`src/rtl/counter_pkg.sv`:
```
// ---------------------------------------------------------------------------
// counter_pkg
// Shared constants, types and helpers for the multi-digit modulo counter.
//   MAX_DIGITS / MAX_RADIX : upper bounds on the counter parameters
//   step_dir_t             : step direction handed to every digit stage
//   clamp_digit()          : forces an out-of-range load digit to radix-1
// ---------------------------------------------------------------------------
package counter_pkg;

    localparam int MAX_DIGITS = 8;
    localparam int MAX_RADIX  = 16;
    localparam int MAX_DW     = $clog2(MAX_RADIX);

    typedef enum logic {
        STEP_UP   = 1'b0,
        STEP_DOWN = 1'b1
    } step_dir_t;

    // Digits are handled at the widest supported width so one helper serves
    // every radix; callers resize the result to their own digit width.
    function automatic logic [MAX_DW-1:0] clamp_digit(input logic [MAX_DW-1:0] value,
                                                      input int                radix);
        if (int'(value) >= radix) begin
            return MAX_DW'(radix - 1);
        end
        return value;
    endfunction

endpackage

```
`src/rtl/counter_digit.sv`:
```
// ---------------------------------------------------------------------------
// counter_digit
// One modulo-RADIX digit stage of the ripple counter.
//   clk_i, reset_i : clock, asynchronous active-high reset
//   enable_i       : global enable; low holds the digit (load included)
//   load_i         : synchronous load of load_val_i (already clamped)
//   load_val_i     : value loaded when load_i is high
//   step_in_i      : advance/retreat this digit on the current edge
//   dir_i          : STEP_UP or STEP_DOWN
//   digit_o        : current digit value
//   term_o         : digit is at its terminal value for dir_i
//                    (RADIX-1 going up, 0 going down)
// ---------------------------------------------------------------------------
module counter_digit
    import counter_pkg::*;
#(
    parameter int RADIX = 10,
    parameter int DW    = $clog2(RADIX)
) (
    input  logic            clk_i,
    input  logic            reset_i,
    input  logic            enable_i,
    input  logic            load_i,
    input  logic [DW-1:0]   load_val_i,
    input  logic            step_in_i,
    input  step_dir_t       dir_i,
    output logic [DW-1:0]   digit_o,
    output logic            term_o
);

    localparam logic [DW-1:0] DIGIT_MAX = DW'(RADIX - 1);

    logic [DW-1:0] digit_q;
    logic [DW-1:0] digit_d;

    assign term_o = (dir_i == STEP_UP) ? (digit_q == DIGIT_MAX) : (digit_q == '0);

    // Terminal digits roll over; everything else moves by one.
    always_comb begin
        digit_d = digit_q;
        if (dir_i == STEP_UP) begin
            digit_d = term_o ? '0 : digit_q + DW'(1);
        end else begin
            digit_d = term_o ? DIGIT_MAX : digit_q - DW'(1);
        end
    end

    always_ff @(posedge clk_i or posedge reset_i) begin
        if (reset_i) begin
            digit_q <= '0;
        end else if (enable_i) begin
            if (load_i) begin
                digit_q <= load_val_i;
            end else if (step_in_i) begin
                digit_q <= digit_d;
            end
        end
    end

    assign digit_o = digit_q;

endmodule

```
`src/rtl/bcd_multi_counter.sv`:
```
// ---------------------------------------------------------------------------
// bcd_multi_counter
// Multi-digit modulo counter (BCD by default) with up/down, wrap/saturate,
// full-width load and a registered whole-counter wrap pulse.
//   clk_i          : clock, rising edge
//   reset_i        : asynchronous active-high reset, clears count and carry
//   enable_i       : global enable; low holds everything
//   load_n_i       : active-low synchronous load of init_i
//   enable_cnt_i   : step request
//   down_i         : 0 count up, 1 count down
//   saturate_i     : 0 wrap at the limit, 1 hold at the limit
//   init_i         : load value, digit i at [i*DW +: DW]
//   count_o        : counter value, digit 0 least significant
//   carry_out_o    : one-cycle pulse on a whole-counter wrap
//   at_max_o       : every digit is RADIX-1
//   at_zero_o      : every digit is 0
// ---------------------------------------------------------------------------
module bcd_multi_counter
    import counter_pkg::*;
#(
    parameter int DIGITS = 4,
    parameter int RADIX  = 10
) (
    input  logic                         clk_i,
    input  logic                         reset_i,
    input  logic                         enable_i,
    input  logic                         load_n_i,
    input  logic                         enable_cnt_i,
    input  logic                         down_i,
    input  logic                         saturate_i,
    input  logic [DIGITS*$clog2(RADIX)-1:0] init_i,
    output logic [DIGITS*$clog2(RADIX)-1:0] count_o,
    output logic                         carry_out_o,
    output logic                         at_max_o,
    output logic                         at_zero_o
);

    localparam int DW = $clog2(RADIX);
    localparam logic [DW-1:0] DIGIT_MAX = DW'(RADIX - 1);

    step_dir_t         dir;
    logic [DIGITS:0]   chain;      // chain[i]: all digits below i are terminal
    logic [DIGITS-1:0] term;
    logic [DIGITS-1:0] is_max;
    logic [DIGITS-1:0] is_zero;
    logic              all_term;
    logic              step_req;
    logic              carry_q;
    logic              carry_d;

    assign dir      = down_i ? STEP_DOWN : STEP_UP;
    assign chain[0] = 1'b1;
    assign all_term = chain[DIGITS];

    // Saturation simply suppresses the step when the whole counter sits at
    // the limit for the current direction; otherwise the ripple wraps all
    // digits naturally.
    assign step_req = enable_cnt_i & ~(saturate_i & all_term);

    genvar gi;
    generate
        for (gi = 0; gi < DIGITS; gi++) begin : g_digit
            logic [DW-1:0] load_val;

            assign load_val = DW'(clamp_digit(MAX_DW'(init_i[gi*DW +: DW]), RADIX));

            counter_digit #(
                .RADIX (RADIX),
                .DW    (DW)
            ) u_digit (
                .clk_i      (clk_i),
                .reset_i    (reset_i),
                .enable_i   (enable_i),
                .load_i     (~load_n_i),
                .load_val_i (load_val),
                .step_in_i  (step_req & chain[gi]),
                .dir_i      (dir),
                .digit_o    (count_o[gi*DW +: DW]),
                .term_o     (term[gi])
            );

            assign chain[gi+1] = chain[gi] & term[gi];
            assign is_max[gi]  = (count_o[gi*DW +: DW] == DIGIT_MAX);
            assign is_zero[gi] = (count_o[gi*DW +: DW] == '0);
        end
    endgenerate

    // Wrap pulse only for a real step taken at the limit in wrap mode;
    // hold, load and disable all force it low.
    assign carry_d = enable_i & load_n_i & enable_cnt_i & all_term & ~saturate_i;

    always_ff @(posedge clk_i or posedge reset_i) begin
        if (reset_i) begin
            carry_q <= 1'b0;
        end else begin
            carry_q <= carry_d;
        end
    end

    assign carry_out_o = carry_q;
    assign at_max_o    = &is_max;
    assign at_zero_o   = &is_zero;

endmodule

```
`config.mk`:
```
export PLATFORM = sky130hd
export DESIGN_NAME = bcd_multi_counter
export DESIGN_NICKNAME = d
export VERILOG_FILES = /design/src/rtl/counter_pkg.sv /design/src/rtl/counter_digit.sv /design/src/rtl/bcd_multi_counter.sv
export SDC_FILE = /design/constraint.sdc
export NUM_CORES = 1
export LEC_CHECK = 0
export CAP_MARGIN = 20
export CORE_MARGIN = 4
export CORE_UTILIZATION = 30
export DETAILED_ROUTE_END_ITERATION = 8
export PLACE_DENSITY_LB_ADDON = 0.12
export SLEW_MARGIN = 20
export SYNTH_ARGS = -nofsm -noshare
export SYNTH_HDL_FRONTEND = slang
export SYNTH_SLANG_ARGS = --single-unit
```
`constraint.sdc`:
```
create_clock -name clk_i -period 2.39 [get_ports clk_i]
set_clock_uncertainty 0.05 [all_clocks]
set_input_delay 0.3585 -clock clk_i [delete_from_list [all_inputs] [get_ports clk_i]]
set_output_delay 0.3585 -clock clk_i [all_outputs]
set_load 0.01 [all_outputs]
```
After elaboration in Yosys (flattened, before gate mapping) --
Cells that the tools add are included.
Word-level totals: memory bits (writable) 0, memories kept 0, bits in registers 17, bits in latches 0, bits in read-only memories 0
Operators by class: multiplexer cells 37, divide/modulo/power cells 0, $lt $le $gt $ge 4, multiply operators 0, bitwise logic cells 14, eq/ne operators 8, reductions and logical operators 10, shift operators 0, $add $sub $neg 8
Operator list (count):
- 2-to-1 mux 4 bit | 28
- adder 4 x 1 -> 4 bit (second input constant) | 4
- equality test 4 bit (second input constant) | 4
- >= comparator 4 bit (second input constant) | 4
- zero test 4 bit | 4
- subtractor 4 x 1 -> 4 bit (second input constant) | 4
- bitwise AND 1 bit | 12
- 2-to-1 mux 1 bit | 9
- != test 2 x 1 -> 1 bit (second input constant) | 4
- AND reduction 2 bit | 4
- AND reduction 4 bit | 2
- NOT 1 bit | 2

Depth between registers and ports, before layout --
Gate-level depths: netlist of run 1.
depth after elaboration 11, mapped depth 8, mapped depth without buffers 7

Cells and area by module --
Synthesis of run 1 repeated with hierarchy kept, for this count alone.
Unflattened totals: cells, all modules 237, area, all modules 1886.8 um2
Modules (own cells, without submodules):
- counter_digit | area each 402.9 um2, times used 4, cells each 49, seq. area each 100.1 um2
- bcd_multi_counter | area each 275.3 um2, times used 1, cells each 41, seq. area each 25.0 um2

Least setup slack after synthesis of run 1 --
OpenSTA, ideal clock, no wires.
path kind reg2reg, from reg g_digit[1].u_digit.digit_q[1], to reg g_digit[3].u_digit.digit_q[0], cell stages (with the launch flop) 9, library setup time 125 ps, slack 222 ps, arrival time 1993 ps, period minus slack after synthesis 2168 ps, path buffers 1, data required time 2215 ps, cells stage by stage dfrtp_1 inv_1 ha_1 nand4bb_2 a22oi_4 a21oi_2 or3_1 buf_6 mux2_4
On the way: cells in the longest elaborated chain, start to end 11, elaborated cells between the ends (all ways) 12
RTL lines:
- start: declaration | RTL line counter_digit.sv:33 | logic [DW-1:0] digit_q;
- start signal: assignment | RTL line counter_digit.sv:53 | digit_q <= load_val_i;
- start signal: assignment | RTL line counter_digit.sv:55 | digit_q <= digit_d;
- equality test 4 bit / zero test 4 bit (equally long branches) | RTL line counter_digit.sv:36 | assign term_o = (dir_i == STEP_UP) ? (digit_q == DIGIT_MAX) : (digit_q == '0);
- 2-to-1 mux 1 bit (*) | RTL line counter_digit.sv:36
- bitwise AND 1 bit (*) (2 in series) | RTL line bcd_multi_counter.sv:82 | assign chain[gi+1] = chain[gi] & term[gi];
- bitwise AND 1 bit | RTL line bcd_multi_counter.sv:82
- bitwise AND 1 bit | RTL line bcd_multi_counter.sv:58 | assign step_req = enable_cnt_i & ~(saturate_i & all_term);
- NOT 1 bit | RTL line bcd_multi_counter.sv:58
- bitwise AND 1 bit | RTL line bcd_multi_counter.sv:58
- bitwise AND 1 bit (*) | RTL line bcd_multi_counter.sv:76 | .step_in_i (step_req & chain[gi]),
- != test 2 x 1 -> 1 bit (no line) (*)
- AND reduction 2 bit (no line) (*)
- end signal: assignment | RTL line counter_digit.sv:53
- end signal: assignment | RTL line counter_digit.sv:55
- end: declaration | RTL line counter_digit.sv:33
Mark *: on every way between the ends. The rest lies on a longest branch, timed or not. A chain may end at the register's enable or synchronous reset.

Worst setup path in the final report of run 1 --
from reg g_digit[1].u_digit.digit_q[1], to out at_zero_o
On the way: cells in the longest elaborated chain, start to end 2
RTL lines:
- zero test 4 bit | RTL line bcd_multi_counter.sv:84 | assign is_zero[gi] = (count_o[gi*DW +: DW] == '0);
- AND reduction 4 bit | RTL line bcd_multi_counter.sv:102 | assign at_zero_o = &is_zero;
- end: declaration | RTL line bcd_multi_counter.sv:35 | output logic at_zero_o
No other way between the ends.

==> flow_metrics.py, run 1 <==
metrics = {
    "synth": {
        "ys_seq_elements": 17,
        "synthCells": 220,
        "ys.warnings.count": 0,
        "synth_cell_types": 60,
        "synth_common_cells": "19 x o21ai_0, 17 x dfrtp_1, 17 x nor2_1",
        "syn_nets": 259,
        "yosysSeqAreaShare_pct": 22.4,
        "synth_edf_count": 0,
        "synth_top_area_share_pct": 22.4,
        "synth_most_common_cell": "o21ai_0",
        "yosys.area.top_type": "dfrtp_1",
        "synth_area_leaders": "dfrtp_1 22%, ha_1 11%, o21ai_0 5.0%",
        "syn_area_um2": 1900,
        "synthFlopType": "dfrtp_1",
        "syn_area_per_cell_um2": 8.62,
        "synth-async-reset-ratio_pct": 100,
    },
    "floorplan": {
        "coreArea_um2": 6030,
        "chipWidth_um": 87.5,
        "fp-row-count": 28,
        "die_area_um2": 7660,
        "start_util_pct": 31.5,
        "die_h_um": 87.5,
        "ios": 42,
    },
    "sta": {
        "slew_headroom_pct": 80.6,
        "rsz0062_at_grt": "no",
        "finalHoldViolations": 0,
        "layout_min_cycle_time_ps": 2220,
        "max_slew.worst_pin.slew_ps": 290,
        "final_max_slew_viol_count": 0,
        "max_clock_freq_mhz": 450,
        "finalSetupViolCount": 0,
        "fin_crit_sh_pct": 93.0,
    },
    "placed_design": {
        "placement.cell_area_um2": 2740,
        "post-dp-hpwl_mm": 4.40,
        "place.gp.congestion": 0.788,
        "io_buffers": 41,
    },
    "worst_setup_path": {
        "cp_max_fo": 3,
        "rr_startpoint": "g_digit[1].u_digit.digit_o[0]",
        "path_class": "register to primary output",
        "arrival_ps": 1820,
        "cp.required_ps": 1980,
        "startpoint": "g_digit[1].u_digit.digit_o[1]",
        "endpoint_kind": "primary output",
        "rrSetupSlack_ps": 170,
        "start_kind": "register",
    },
    "final_layout": {
        "multiInputGateArea_um2": 1340,
        "diodes": 0,
        "utilization_pct": 46.2,
        "layout-drive-gt1-share_pct": 26.0,
        "stdcell_area_um2": 2780,
        "fillCellCount": 611,
        "nNetsFinal": 348,
        "area_growth_pct": 46.6,
        "ff_latch_area_um2": 425,
    },
    "route": {
        "avgRoutedWirePerCell_um": 14.5,
        "drc": 0,
        "wl_mm": 5.57,
        "via_per_inst": 5.00,
        "postRouteAntennaNets": 0,
        "num_vias": 1914,
        "dr.pass1.iters": 4,
        "drt_iter0_drc": 60,
    },
    "grt": {
        "antenna_found_initial": 0,
        "grt_max_degree": 18,
        "grtUsageTotal_pct": 15.3,
        "grt-ovfl-total": 0,
        "grt_pass1_wl_mm": 9.40,
        "grt_pass1_vias": 1952,
    },
    "status": {
        "status": "finished, final reports clean",
    },
    "clock_network": {
        "cts-root-buf": "clkbuf_8",
        "htreeDepth": 1,
        "cts_hold_buf": 0,
        "path_clk_slew_ps": 80,
        "cts_tree": "done",
        "cts_buffers": 3,
        "cts_max_path_buffers": 2,
        "worstSkewPairLatency_ps": 260,
        "clkSinkCount": 17,
        "cts-resized-gates": 3,
        "post-cts-setup-buffer-count": 0,
    },
    "power_and_ir_drop": {
        "p_leak_uw": 0.00122,
        "peakVddDrop_uv": 359,
        "p_per_area_nw_per_um2": 924,
    },
    "worst_hold_path": {
        "hp-class": "input pin to async pin",
    },
    "job": {
        "cap_violations": 0,
    },
}
worst paths after layout:
path / end / cells after the start
max in group asynchronous: g_digit[1].u_digit.digit_o[0] / 3
worst max register to register: g_digit[1].u_digit.digit_o[0] / 9
min in group clk_i: g_digit[1].u_digit.digit_o[3] / 2
worst min register to register: g_digit[1].u_digit.digit_o[3] / 2
worst max-delay path: at_zero_o / 6
worst min-delay path: g_digit[3].u_digit.digit_o[1] / 3
sequential cells by signal, summed over array words and instances, names as in the netlist:
signal / count
g_digit.u_digit.digit_o: 16
carry_out_o: 1
placed cells by master, fill, tap and decap left out, types with 5 or more instances in the layout:
| master | instances |
|---|---|
| a21oi_1 | 13 |
| o21ai_0 | 19 |
| nand2_1 | 15 |
| clkdlybuf4s50_1 | 39 |
| dfrtp_1 | 17 |
| nor2b_1 | 5 |
| mux2i_1 | 5 |
| inv_1 | 15 |
| buf_4 | 55 |
| ha_1 | 16 |
| mux2_4 | 5 |
| nor2_1 | 17 |
routing by layer:
metal	vias up	track usage, %	routed length, um
li1	977	-	-
met1	893	22.0	2780
met2	42	24.5	2490
met3	2	1.80	268
met4	0	3.21	23
met5	-	0	0
critical path: stages (launching register included):
cell      delay, ps
dfrtp_1         380
inv_1           100
ha_1            180
nand2_1          70
or4_1           500
nor4_2          150
clkbuf_2        170
area by class of cell:
type | instances | share of cell area [%]
well taps | 75 | 3.37
clock buffers | 4 | 1.62
inverters | 16 | 2.16
repair buffers | 96 | 29.2
flip-flops and latches | 17 | 15.3
multi-input cells | 175 | 48.3
where the power goes:
group	internal [uW]	switching, uW	leakage [uW]
combinational	1020	852	0.000989
clock	119	115	0.0000228
sequential	389	75.1	0.000205
metrics by stage:
stage / power, uW / hold WS [ps] / TNS, ps / std cells / setup WS (ps)
after global placement: 2340 / 550 / -276 / 379 / -75.6
after global routing: 2790 / 398 / 0 / 383 / 43.7
after detailed placement: 2330 / 558 / -449 / 379 / -84.8
after floorplan: 1490 / 235 / 0 / 220 / 222
final: 2570 / 366 / 0 / 383 / 166
after CTS: 2580 / 376 / 0 / 383 / 6.88
logic make-up after synthesis:
logic type      synth area share (%)
flops                           22.4
compound gates                  24.4
xor+xnor                        2.77
simple gates                    23.2
mux                             9.56
buf+inv                         7.06
fa+ha+maj                       10.6
Note: power is estimated with default switching activity, not from simulation.
==> run 2, diff against run 1 <==
- ABC_CLOCK_PERIOD_IN_PS: default -> 2390
==> results of run 2 <==
No change in the layout: final DEF, timing and power equal those of run 1.
